`src/rtl/dm_cfg_seq_if.sv`:
```
// Configuration handshake between the control/register logic and the
// dual-modulus divider reconfiguration sequencer.
interface dm_cfg_seq_if #(
    parameter int W = 16
) ();
    // A transfer happens on the clk edge where cfg_valid && cfg_ready.
    // cfg_ready is high only while the sequencer is idle; a cfg_valid seen
    // while cfg_ready is low is dropped, never queued, so the master must
    // keep (or re-offer) its settings until it sees them accepted.
    logic         cfg_valid;
    logic         cfg_ready;
    logic [W-1:0] cfg_c;
    logic [W-1:0] cfg_b;
    logic [W-1:0] cfg_n;
    logic [W-1:0] cfg_p;

    modport master (
        output cfg_valid, cfg_c, cfg_b, cfg_n, cfg_p,
        input  cfg_ready
    );

    modport slave (
        input  cfg_valid, cfg_c, cfg_b, cfg_n, cfg_p,
        output cfg_ready
    );
endinterface

```
`src/rtl/dm_cfg_seq.sv`:
```
// Reconfiguration sequencer for the dual-modulus divider: validates a new
// C/B/N/P set, parks the divider in reset on an output edge, loads it, then waits for lock.
module dm_cfg_seq #(
    parameter int W              = 16,
    parameter int HOLD_CYCLES    = 4,
    parameter int SETTLE_EDGES   = 2,
    parameter int TIMEOUT_CYCLES = 65536
) (
    input  logic         clk,
    input  logic         rst,
    dm_cfg_seq_if.slave  cfg,
    output logic         dm_rst_n,
    output logic [W-1:0] dm_c,
    output logic [W-1:0] dm_b,
    output logic [W-1:0] dm_n,
    output logic [W-1:0] dm_p,
    input  logic         dm_signal,
    output logic         busy,
    output logic         locked,
    output logic         cfg_err,
    output logic         timeout,
    output logic [1:0]   dbg_state
);
    typedef enum logic [1:0] {
        IDLE    = 2'd0,
        QUIESCE = 2'd1,
        HOLD    = 2'd2,
        SETTLE  = 2'd3
    } state_t;

    localparam int HW = $clog2(HOLD_CYCLES + 1);
    localparam int EW = $clog2(SETTLE_EDGES + 1);
    localparam int TW = $clog2(TIMEOUT_CYCLES + 1);
    localparam logic [HW-1:0] HOLD_LAST = HW'(HOLD_CYCLES - 1);
    localparam logic [EW-1:0] EDGE_LAST = EW'(SETTLE_EDGES - 1);
    localparam logic [TW-1:0] TMO_LAST  = TW'(TIMEOUT_CYCLES - 1);

    state_t       state_q, state_d;
    logic         dm_rst_n_q, dm_rst_n_d;
    logic [W-1:0] dm_c_q, dm_c_d, dm_b_q, dm_b_d, dm_n_q, dm_n_d, dm_p_q, dm_p_d;
    logic [W-1:0] stg_c_q, stg_c_d, stg_b_q, stg_b_d, stg_n_q, stg_n_d, stg_p_q, stg_p_d;
    logic         busy_q, busy_d;
    logic         locked_q, locked_d;
    logic         cfg_err_q, cfg_err_d;
    logic         timeout_q, timeout_d;
    logic         sig_q, sig_d;
    logic [HW-1:0] hold_cnt_q, hold_cnt_d;
    logic [EW-1:0] edge_cnt_q, edge_cnt_d;
    logic [TW-1:0] tmo_cnt_q, tmo_cnt_d;

    logic          edge_det;
    logic          cfg_legal;
    logic [TW-1:0] tmo_inc;

    assign edge_det  = dm_signal ^ sig_q;
    assign cfg_legal = (cfg.cfg_c != '0) && (cfg.cfg_b <= cfg.cfg_c) &&
                       (cfg.cfg_n != '0) && (cfg.cfg_p != '0);
    // Saturating so a very long wait can never wrap back into range.
    assign tmo_inc   = (tmo_cnt_q == '1) ? tmo_cnt_q : tmo_cnt_q + TW'(1);

    always_comb begin
        state_d    = state_q;
        dm_rst_n_d = dm_rst_n_q;
        dm_c_d     = dm_c_q;
        dm_b_d     = dm_b_q;
        dm_n_d     = dm_n_q;
        dm_p_d     = dm_p_q;
        stg_c_d    = stg_c_q;
        stg_b_d    = stg_b_q;
        stg_n_d    = stg_n_q;
        stg_p_d    = stg_p_q;
        busy_d     = busy_q;
        locked_d   = locked_q;
        cfg_err_d  = cfg_err_q;
        timeout_d  = timeout_q;
        sig_d      = dm_signal;
        hold_cnt_d = hold_cnt_q;
        edge_cnt_d = edge_cnt_q;
        tmo_cnt_d  = tmo_cnt_q;

        case (state_q)
            IDLE: begin
                if (cfg.cfg_valid) begin
                    if (cfg_legal) begin
                        cfg_err_d = 1'b0;
                        timeout_d = 1'b0;
                        stg_c_d   = cfg.cfg_c;
                        stg_b_d   = cfg.cfg_b;
                        stg_n_d   = cfg.cfg_n;
                        stg_p_d   = cfg.cfg_p;
                        busy_d    = 1'b1;
                        locked_d  = 1'b0;
                        if (locked_q) begin
                            state_d   = QUIESCE;
                            tmo_cnt_d = '0;
                        end else begin
                            // Staging is written on this same edge, so load the
                            // divider straight from the offered fields.
                            state_d    = HOLD;
                            hold_cnt_d = '0;
                            dm_rst_n_d = 1'b0;
                            dm_c_d     = cfg.cfg_c;
                            dm_b_d     = cfg.cfg_b;
                            dm_n_d     = cfg.cfg_n;
                            dm_p_d     = cfg.cfg_p;
                        end
                    end else begin
                        cfg_err_d = 1'b1;
                    end
                end
            end
            QUIESCE: begin
                if (edge_det || (tmo_cnt_q == TMO_LAST)) begin
                    state_d    = HOLD;
                    hold_cnt_d = '0;
                    dm_rst_n_d = 1'b0;
                    dm_c_d     = stg_c_q;
                    dm_b_d     = stg_b_q;
                    dm_n_d     = stg_n_q;
                    dm_p_d     = stg_p_q;
                end else begin
                    tmo_cnt_d = tmo_inc;
                end
            end
            HOLD: begin
                if (hold_cnt_q == HOLD_LAST) begin
                    state_d    = SETTLE;
                    dm_rst_n_d = 1'b1;
                    edge_cnt_d = '0;
                    tmo_cnt_d  = '0;
                end else begin
                    hold_cnt_d = hold_cnt_q + HW'(1);
                end
            end
            SETTLE: begin
                // Reaching the edge count wins over a timeout on the same cycle.
                if (edge_det && (edge_cnt_q == EDGE_LAST)) begin
                    locked_d = 1'b1;
                    busy_d   = 1'b0;
                    state_d  = IDLE;
                end else if (tmo_cnt_q == TMO_LAST) begin
                    timeout_d = 1'b1;
                    busy_d    = 1'b0;
                    state_d   = IDLE;
                end else begin
                    tmo_cnt_d = tmo_inc;
                    if (edge_det) begin
                        edge_cnt_d = edge_cnt_q + EW'(1);
                    end
                end
            end
            default: state_d = IDLE;
        endcase
    end

    always_ff @(posedge clk or negedge rst) begin
        if (!rst) begin
            state_q    <= IDLE;
            dm_rst_n_q <= 1'b0;
            dm_c_q     <= W'(1);
            dm_b_q     <= '0;
            dm_n_q     <= W'(1);
            dm_p_q     <= W'(1);
            stg_c_q    <= W'(1);
            stg_b_q    <= '0;
            stg_n_q    <= W'(1);
            stg_p_q    <= W'(1);
            busy_q     <= 1'b0;
            locked_q   <= 1'b0;
            cfg_err_q  <= 1'b0;
            timeout_q  <= 1'b0;
            sig_q      <= 1'b0;
            hold_cnt_q <= '0;
            edge_cnt_q <= '0;
            tmo_cnt_q  <= '0;
        end else begin
            state_q    <= state_d;
            dm_rst_n_q <= dm_rst_n_d;
            dm_c_q     <= dm_c_d;
            dm_b_q     <= dm_b_d;
            dm_n_q     <= dm_n_d;
            dm_p_q     <= dm_p_d;
            stg_c_q    <= stg_c_d;
            stg_b_q    <= stg_b_d;
            stg_n_q    <= stg_n_d;
            stg_p_q    <= stg_p_d;
            busy_q     <= busy_d;
            locked_q   <= locked_d;
            cfg_err_q  <= cfg_err_d;
            timeout_q  <= timeout_d;
            sig_q      <= sig_d;
            hold_cnt_q <= hold_cnt_d;
            edge_cnt_q <= edge_cnt_d;
            tmo_cnt_q  <= tmo_cnt_d;
        end
    end

    assign cfg.cfg_ready = (state_q == IDLE);
    assign dm_rst_n      = dm_rst_n_q;
    assign dm_c          = dm_c_q;
    assign dm_b          = dm_b_q;
    assign dm_n          = dm_n_q;
    assign dm_p          = dm_p_q;
    assign busy          = busy_q;
    assign locked        = locked_q;
    assign cfg_err       = cfg_err_q;
    assign timeout       = timeout_q;
    assign dbg_state     = state_q;
endmodule

```
`src/flat_wrapper.sv`:
```
// flat-port wrapper written by rule: the top's interface ports become plain ports
module dm_cfg_seq_flat 
#(
    parameter int W              = 16,
    parameter int HOLD_CYCLES    = 4,
    parameter int SETTLE_EDGES   = 2,
    parameter int TIMEOUT_CYCLES = 65536
)
  (clk, rst, dm_rst_n, dm_c, dm_b, dm_n, dm_p, dm_signal, busy, locked, cfg_err, timeout, dbg_state, cfg_cfg_valid, cfg_cfg_c, cfg_cfg_b, cfg_cfg_n, cfg_cfg_p, cfg_cfg_ready);
  dm_cfg_seq_if #(.W(W)) cfg_i ();
  input  logic clk;
  input  logic rst;
  output logic dm_rst_n;
  output logic [W-1:0] dm_c;
  output logic [W-1:0] dm_b;
  output logic [W-1:0] dm_n;
  output logic [W-1:0] dm_p;
  input  logic dm_signal;
  output logic busy;
  output logic locked;
  output logic cfg_err;
  output logic timeout;
  output logic [1:0] dbg_state;
  input wire logic [$bits(cfg_i.cfg_valid)-1:0] cfg_cfg_valid;
  input wire logic [$bits(cfg_i.cfg_c)-1:0] cfg_cfg_c;
  input wire logic [$bits(cfg_i.cfg_b)-1:0] cfg_cfg_b;
  input wire logic [$bits(cfg_i.cfg_n)-1:0] cfg_cfg_n;
  input wire logic [$bits(cfg_i.cfg_p)-1:0] cfg_cfg_p;
  output wire logic [$bits(cfg_i.cfg_ready)-1:0] cfg_cfg_ready;
  assign cfg_i.cfg_valid = cfg_cfg_valid;
  assign cfg_i.cfg_c = cfg_cfg_c;
  assign cfg_i.cfg_b = cfg_cfg_b;
  assign cfg_i.cfg_n = cfg_cfg_n;
  assign cfg_i.cfg_p = cfg_cfg_p;
  assign cfg_cfg_ready = cfg_i.cfg_ready;
  dm_cfg_seq #(.W(W), .HOLD_CYCLES(HOLD_CYCLES), .SETTLE_EDGES(SETTLE_EDGES), .TIMEOUT_CYCLES(TIMEOUT_CYCLES)) u_core (.clk(clk), .rst(rst), .cfg(cfg_i), .dm_rst_n(dm_rst_n), .dm_c(dm_c), .dm_b(dm_b), .dm_n(dm_n), .dm_p(dm_p), .dm_signal(dm_signal), .busy(busy), .locked(locked), .cfg_err(cfg_err), .timeout(timeout), .dbg_state(dbg_state));
endmodule
```
`config.mk`:
```
export PLATFORM = sky130hd
export DESIGN_NAME = dm_cfg_seq_flat
export DESIGN_NICKNAME = d
export VERILOG_FILES = /design/src/rtl/dm_cfg_seq_if.sv /design/src/rtl/dm_cfg_seq.sv /design/src/flat_wrapper.sv
export SDC_FILE = /design/constraint.sdc
export NUM_CORES = 1
export LEC_CHECK = 0
export CORE_MARGIN = 3
export CORE_UTILIZATION = 47
export CTS_BUF_LIST = sky130_fd_sc_hd__clkbuf_2 sky130_fd_sc_hd__clkbuf_4 sky130_fd_sc_hd__clkbuf_8
export DETAILED_ROUTE_END_ITERATION = 7
export DONT_BUFFER_PORTS = 1
export PLACE_DENSITY = 0.71
export RECOVER_POWER = 100
export SYNTH_ARGS = -nofsm -noshare
export SYNTH_HDL_FRONTEND = slang
export SYNTH_SLANG_ARGS = --single-unit
```
`constraint.sdc`:
```
create_clock -name clk -period 5.2 [get_ports clk]
set_input_delay 0.78 -clock clk [delete_from_list [all_inputs] [get_ports clk]]
set_output_delay 0.78 -clock clk [all_outputs]
set_load 0.05 [all_outputs]
```
==> results.md, run 1 <==
* Mean area per synthesized cell at 11.5 µm²
* Cell internal power dissipation at 3.21 mW
* Area share of the largest cell type after synthesis at 48.3%
* Clock network latency to the later pin of the worst-skew pair at 450 ps
* Overflow left after global routing at 0
* Worst R2R Path Depth at 14
* All-Layer GR Usage at 19.5%
* Die Y at 135 µm
* Fmax achieved at 0.236 GHz
* Effective utilization at floorplan at 48.8%
* Final core utilization at 52.0%
* Final routed DRC violation total at 0
* Critical path, cell by cell: and4_1, and4_1, and4_1, and2_0, nand2_1, nor2_1, ha_1, nor3_1, or3b_1, a2bb2oi_1, a22oi_1, clkbuf_2, nor2_1, a21oi_1
* Number of max-capacitance violations reported at 1
* Post-detailed-route count of antenna-violating nets at 0
* Number of failing setup endpoints in the final timing report at 0
* Count of mapped cells out of synthesis at 687
* Die width at 135 µm
* Clock tree from TritonCTS: done
* Number of distinct library cell variants in the gate-level netlist after synthesis at 53
* Largest stage delay on the critical path at 670 ps
* Cell types with the largest area share after synthesis: sky130_fd_sc_hd__dfrtp_1, sky130_fd_sc_hd__mux2_2, sky130_fd_sc_hd__mux2i_1
* Number of gates resized after cts at 0
* Area added between synthesis and finish at 6.49%
* Number of global-route vias before repair at 5,488
* Leakage power at 3.43 nW
* I/O pin count at 140
* Worst Setup Path Type: flip-flop to flip-flop
* Cell type contributing the most total cell area after synthesis: sky130_fd_sc_hd__dfrtp_1
* Share of the clock period used by the worst path at 81.4%
* Hold Buf Count CTS at 1
* Layout cells sized above 1 at 23.8%
* Share of synthesized area occupied by flip-flops and latches at 50.3%
* Maximum number of pins on one net before global-route repair at 153
* Total clock sinks at 158
* Failing checks: capacitance limit, slew limit
* Logic pwr share at 33.9%
* Wire length after detailed routing at 17.5 mm
* Drt first-iter violations at 341
* Final clock skew at 9.83 ps
* Switch share at 48.4%
* Endpoint of the worst register-to-register path: u_core.dm_c[10]$_DFFE_PN0P_
* Placed wire-length estimate at 12.3 mm
* Area of combinational cells with multiple inputs at 3550 µm²
* Vias per cell at 5.84
* Hold crit path type: primary input to async pin
* Ratio of total power to cell area at 743 nW/µm²
* Kind of capture point of the worst setup path: flip-flop
* Clock root cell: sky130_fd_sc_hd__clkbuf_8
* Fin. Hold Viols at 0
* Wire length of the first global-routing pass at 28.5 mm
* Number of buffers created by CTS at 17
* Arr. time, crit path at 4600 ps
* Final Net Count at 767
* Proportion of power drawn by flip-flops and latches at 50.6%
* Final Max Tran Viols at 153
* Worst slew margin relative to its limit at -149%
* Launching point of the worst reg2reg path: u_core.tmo_cnt_q[3]$_DFFE_PN0P_
* Data required time at the worst endpoint at 5570 ps
* WL/cell at 19.4 µm
* Setup TNS Final at 0 ps
* Maximum fanout along the worst path at 34
* Sequential cell area at 3960 µm²
* Antenna Cells at 0
* Setup ws final at 968 ps
* Clock network fraction of design power at 15.6%
* Cell occurring most often along the worst timing path: sky130_fd_sc_hd__and4_1
* Type of origin of the critical path: flip-flop
* Main synth FF type: sky130_fd_sc_hd__dfrtp_1
* Area of the mapped netlist at 7870 µm²
* Via Count at 5,268
* EDFF count, synth at 0
* Run status: complete, but fails checks
* Commonest cells after routing, fill and taps aside: sky130_fd_sc_hd__dfrtp_1, sky130_fd_sc_hd__nor2_1, sky130_fd_sc_hd__mux2i_1
* Critical Path Slowest Stage Cell: sky130_fd_sc_hd__clkbuf_2
* Rows at 46
* Clk pin slew, worst setup/hold paths at 90 ps
* Post-synth ARST share at 100%
* Transition at the pin with the smallest max-transition slack at 3740 ps
* Antenna violations before repair at 0
* Area enclosed by the die boundary at 18,300 µm²
* Final weighted congestion in routability-driven placement at 0.870
* Post CTS Setup Buffer Count at 0
* Register bit total from synthesis at 158
* Most frequent standard cell in the layout excluding fill and tap cells: sky130_fd_sc_hd__dfrtp_1
* First-pass iteration count of the detailed router at 5
* Placement-stage worst setup slack at 1320 ps
* CORE AREA at 16,100 µm²
* Syn nets at 781
* Reg2Reg Setup Slack at 970 ps
* H-Tree Depth at 4
* Net Switching at 3.01 mW
* Buffers from clock root to sink, at most at 2
* Worst vdd rail ir drop at 405 µV
* I/O Buffers at 0
* Fill cell instance count of the final layout at 1,408
* Unrepaired setup endpoints after global routing: false
* Final critical delay including setup and external delays at 4230 ps
* Overall power after layout at 6.23 mW
* Number of synthesis warnings at 0
stage by stage:
step / hold slack, ps / area, µm² / instances
2_1_floorplan: 440 / 7870 / 687
3_3_place_gp: 459 / 7980 / 869
3_5_place_dp: 481 / 7980 / 869
4_1_cts: 124 / 8430 / 902
5_1_grt: 121 / 8380 / 902
6_report: 159 / 8380 / 902
power groups by stage:
stage	Clock, mW	Sequential, mW	Combinational, mW
finish	0.970	3.15	2.11
global route	1.04	3.22	2.35
CTS	0.994	3.16	2.15
detailed placement	0	3.19	2.12
global placement	0	3.15	2.03
floorplan	0	3.04	1.92
how the worst max path moves through the flow:
| stage | slack [ps] | start | to | depth (start not counted) |
|---|---|---|---|---|
| after floorplan | 1960 | u_core.tmo_cnt_q[3]$_DFFE_PN0P_ | u_core.dm_b[10]$_DFFE_PN0P_ | 16 |
| after global placement | 1590 | u_core.tmo_cnt_q[3]$_DFFE_PN0P_ | u_core.dm_n[6]$_DFFE_PN0P_ | 14 |
| after detailed placement | 1320 | u_core.tmo_cnt_q[3]$_DFFE_PN0P_ | u_core.tmo_cnt_q[15]$_DFFE_PN0P_ | 13 |
| after CTS | 1300 | u_core.tmo_cnt_q[3]$_DFFE_PN0P_ | u_core.tmo_cnt_q[9]$_DFFE_PN0P_ | 13 |
| after global routing | 600 | u_core.tmo_cnt_q[3]$_DFFE_PN0P_ | u_core.dm_c[10]$_DFFE_PN0P_ | 14 |
| final | 970 | u_core.tmo_cnt_q[3]$_DFFE_PN0P_ | u_core.dm_c[10]$_DFFE_PN0P_ | 14 |
layer usage:
metal	wire length, µm	global-route usage (%)	vias to the layer above
met2	8700	32.7	168
met4	438	7.61	0
li1	-	-	2440
met3	1340	6.35	35
met5	0	0	-
met1	6990	23.3	2625
cell type report:
| type | instances | area share (%) |
|---|---|---|
| inverter | 30 | 1.34 |
| timing repair buffer | 5 | 0.687 |
| clock buffer | 19 | 3.12 |
| clock inverter | 13 | 1.96 |
| sequential | 158 | 47.3 |
| tap | 216 | 3.22 |
| multi-input combinational | 461 | 42.4 |
synthesized netlist by cell type, types with 5 or more instances:
library cell	n
sky130_fd_sc_hd__dfrtp_1	152
sky130_fd_sc_hd__nor2_1	77
sky130_fd_sc_hd__mux2i_1	68
sky130_fd_sc_hd__mux2_2	64
sky130_fd_sc_hd__a21oi_2	56
sky130_fd_sc_hd__inv_1	30
sky130_fd_sc_hd__ha_1	26
sky130_fd_sc_hd__o21ai_0	26
sky130_fd_sc_hd__a21oi_1	25
sky130_fd_sc_hd__nand2_1	21
sky130_fd_sc_hd__clkbuf_1	12
sky130_fd_sc_hd__nor4_1	12
sky130_fd_sc_hd__buf_4	10
sky130_fd_sc_hd__nand3_1	10
sky130_fd_sc_hd__o31ai_1	10
sky130_fd_sc_hd__buf_2	8
sky130_fd_sc_hd__nand4_1	8
sky130_fd_sc_hd__buf_6	6
sky130_fd_sc_hd__dfstp_2	6
sky130_fd_sc_hd__a31oi_1	5
sky130_fd_sc_hd__nand2b_1	5
worst max-delay path, delay by kind of cell (launching register included):
kind	cells	cell delay [ps]
flops	1	450
compound gates	3	650
buf+inv	1	670
simple gates	9	2080
fa+ha+maj	1	270
logic make-up (layout without fill, tap and decap cells):
kind of cell | Yosys count | after routing | synth area share (%)
compound gates | 147 | 147 | 13.7
xor+xnor | 1 | 1 | 0.207
fa+ha+maj | 26 | 26 | 4.13
buf+inv | 68 | 67 | 4.43
flops | 158 | 158 | 50.3
mux | 132 | 132 | 17.8
simple gates | 155 | 155 | 9.43
sequential cells by signal (all words and copies together) (netlist names):
| name | count |
|---|---|
| u_core.hold_cnt_q | 3 |
| u_core.timeout | 1 |
| u_core.dm_p | 16 |
| u_core.locked | 1 |
| u_core.stg_c_q | 16 |
| u_core.dm_rst_n | 1 |
| u_core.dbg_state | 2 |
| u_core.sig_q | 1 |
| u_core.dm_b | 16 |
| u_core.dm_n | 16 |
| u_core.stg_n_q | 16 |
| u_core.cfg_err | 1 |
| u_core.stg_p_q | 16 |
| u_core.edge_cnt_q | 2 |
| u_core.tmo_cnt_q | 17 |
| u_core.dm_c | 16 |
| u_core.busy | 1 |
| u_core.stg_b_q | 16 |
No activity file was read; power rests on OpenSTA's default activity.
==> inputs of run 2 (changes only) <==
==> constraint.sdc (replaced) <==
create_clock -name clk -period 4.4 [get_ports clk]
set_input_delay 0.66 -clock clk [delete_from_list [all_inputs] [get_ports clk]]
set_output_delay 0.66 -clock clk [all_outputs]
set_load 0.05 [all_outputs]
==> run 2 against run 1 <==
Against the previous run: the flow still finishes with violations (capacitance limit, slew limit); count of clock-buffer cells in the layout grew 5; non-clock buffer count grew 2; via count shrank 2.0%; critical path type unchanged.
==> results.md, run 2 (same netlist as run 1, synthesis figures left out) <==
* Run status: complete, but fails checks
* Failing checks: capacitance limit, slew limit
* Switch share at 47.1% (-1.3 points)
* Cell internal power dissipation at 3.97 mW (+24%)
* Maximum number of pins on one net before global-route repair at 153 (unchanged)
* Clock network fraction of design power at 16.9% (+1.3 points)
* Arr. time, crit path at 4250 ps (-350 ps)
* Clock network latency to the later pin of the worst-skew pair at 460 ps (about the same)
* Worst slew margin relative to its limit at -121% (+28 points)
* Count of non-filler cells in the finished layout at 903 (+0.11%)
* Worst Setup Path Type: flip-flop to flip-flop
* CORE AREA at 16,100 µm² (unchanged)
* Final Net Count at 769 (+0.26%)
* Logic pwr share at 33.5% (-0.4 points)
* Worst Path Buf+Inv at 3 (+2)
* Cell area after placement at 7990 µm² (+0.19%)
* Final clock skew at 15.5 ps (+5.66 ps)
* Data required time at the worst endpoint at 4730 ps (-840 ps)
* Layout cells sized above 1 at 24.0% (+0.26 points)
* WL/cell at 19.5 µm (+0.63%)
* Clock root cell: sky130_fd_sc_hd__clkbuf_8
* Number of failing setup endpoints in the final timing report at 0 (unchanged)
* Die width at 135 µm (unchanged)
* DP Cell Count at 871 (+0.23%)
* Cell occurring most often along the worst timing path: sky130_fd_sc_hd__inv_1
* Share of the clock period used by the worst path at 89.1% (+7.7 points)
* Transition at the pin with the smallest max-transition slack at 3320 ps (-423 ps)
* Hold crit path type: primary input to async pin
* Setup TNS Final at 0 ps (unchanged)
* H-Tree Depth at 4 (unchanged)
* Post CTS Setup Buffer Count at 0 (unchanged)
* Net Switching at 3.54 mW (+17%)
* Fmax achieved at 0.255 GHz (+8.0%)
* Max reg flops at 17 (unchanged)
* Leakage power at 3.48 nW (+1.3%)
* Family with the most delay on the worst path: buffers and inverters
* Drt first-iter violations at 397 (+16%)
* Number of buffers created by CTS at 17 (unchanged)
* First-pass iteration count of the detailed router at 5 (unchanged)
* Most frequent standard cell in the layout excluding fill and tap cells: sky130_fd_sc_hd__dfrtp_1
* Antenna violations before repair at 0 (unchanged)
* Ratio of total power to cell area at 890 nW/µm² (+20%)
* Vias per cell at 5.72 (-2.1%)
* Type of origin of the critical path: flip-flop
* Rows at 46 (unchanged)
* Final routed DRC violation total at 0 (unchanged)
* Fin. Hold Viols at 0 (unchanged)
* All-Layer GR Usage at 19.5% (-0.024 points)
* Buffers from clock root to sink, at most at 2 (unchanged)
* Largest stage delay on the critical path at 1190 ps (+520 ps)
* I/O pin count at 140 (unchanged)
* Commonest cells after routing, fill and taps aside: sky130_fd_sc_hd__dfrtp_1, sky130_fd_sc_hd__nor2_1, sky130_fd_sc_hd__mux2i_1
* Via Count at 5,163 (-2.0%)
* Area enclosed by the die boundary at 18,300 µm² (unchanged)
* Clk pin slew, worst setup/hold paths at 80 ps (about the same)
* Number of global-route vias before repair at 5,302 (-3.4%)
* Proportion of power drawn by flip-flops and latches at 49.6% (-1.0 points)
* Final Max Tran Viols at 213 (+39%)
* Overflow left after global routing at 0 (unchanged)
* Register with the most flip-flops: u_core.tmo_cnt_q
* Critical path, cell by cell: inv_1, ha_1, inv_1, nor3_1, clkbuf_2, mux2_2
* Critical Path Slowest Stage Cell: sky130_fd_sc_hd__clkbuf_2
* I/O Buffers at 0 (unchanged)
* Clock tree from TritonCTS: done
* Kind of capture point of the worst setup path: flip-flop
* Maximum fanout along the worst path at 59 (+74%)
* Die Y at 135 µm (unchanged)
* Post-detailed-route count of antenna-violating nets at 0 (unchanged)
* Final weighted congestion in routability-driven placement at 0.909 (+4.5%)
* Worst vdd rail ir drop at 628 µV (+55%)
* Antenna Cells at 0 (unchanged)
* Unrepaired setup endpoints after global routing: false
* Area added between synthesis and finish at 7.17%
* Effective utilization at floorplan at 48.8% (unchanged)
* Final critical delay including setup and external delays at 3920 ps (-313 ps)
* Wire length after detailed routing at 17.6 mm (+0.74%)
* Post-layout instance area at 8440 µm² (+0.64%)
* Number of max-capacitance violations reported at 2 (+1)
* Wire length of the first global-routing pass at 27.9 mm (-2.0%)
* Total clock sinks at 158 (unchanged)
* Placed wire-length estimate at 12.3 mm (+0.12%)
## run 2: final cells by class
| cell class | count | area, µm² |
|---|---|---|
| inverter | 30 | 113 |
| clock buffer | 24 | 312 |
| timing repair buffer | 7 | 52.6 |
| clock inverter | 7 | 160 |
| multi-input combinational | 461 | 3570 |
| sequential | 158 | 3960 |
| tap | 216 | 270 |
| fill | 1416 | 7680 |
## run 2: worst paths after layout
kind,from,endpoint,slack [ps],depth (start not counted)
max,u_core.dbg_state[1]$_DFFE_PN0P_,u_core.stg_b_q[11]$_DFFE_PN0P_,480,6
min,rst,u_core.stg_n_q[0]$_DFFE_PN1P_,50,0
min reg2reg,u_core.tmo_cnt_q[12]$_DFFE_PN0P_,u_core.tmo_cnt_q[12]$_DFFE_PN0P_,490,1
max reg2reg,u_core.dbg_state[1]$_DFFE_PN0P_,u_core.stg_b_q[11]$_DFFE_PN0P_,480,6
min in group clk,dm_signal,u_core.sig_q$_DFF_PN0_,230,0
max in group asynchronous,rst,u_core.stg_n_q[5]$_DFFE_PN0P_,1160,1
## run 2: power by group through the flow
stage               clock network (mW)  logic (mW)  registers, mW
global placement                     0        2.41           3.73
floorplan                            0        2.27           3.59
detailed placement                   0        2.53           3.77
CTS                               1.29        2.57           3.74
finish                            1.27        2.52           3.72
global route                      1.35        2.82           3.80
## run 2: timing repair
item | in CTS | in global routing
gates resized for setup | 0 | 0
hold endpoints to repair | 152 | 0
hold buffers | 1 | 0
## run 2: through the flow
step / worst slack [ps] / util (%) / hold WS (ps) / power (mW)
floorplan: 1160 / - / 364 / 5.87
global placement: 814 / 49.6 / 370 / 6.14
detailed placement: 591 / 49.6 / 369 / 6.30
CTS: 551 / 52.7 / 19.5 / 7.59
global route: 203 / 52.3 / 12.9 / 7.98
finish: 481 / 52.3 / 46.9 / 7.51
## run 2: per-layer routing
layer | part of all wire, % | vias up | GRT usage [%]
met1 | 40 | 2548 | 23.5
met3 | 7.3 | 34 | 6.50
li1 | - | 2425 | -
met2 | 50 | 156 | 31.8
met5 | 0 | - | 0
met4 | 2.9 | 0 | 8.45
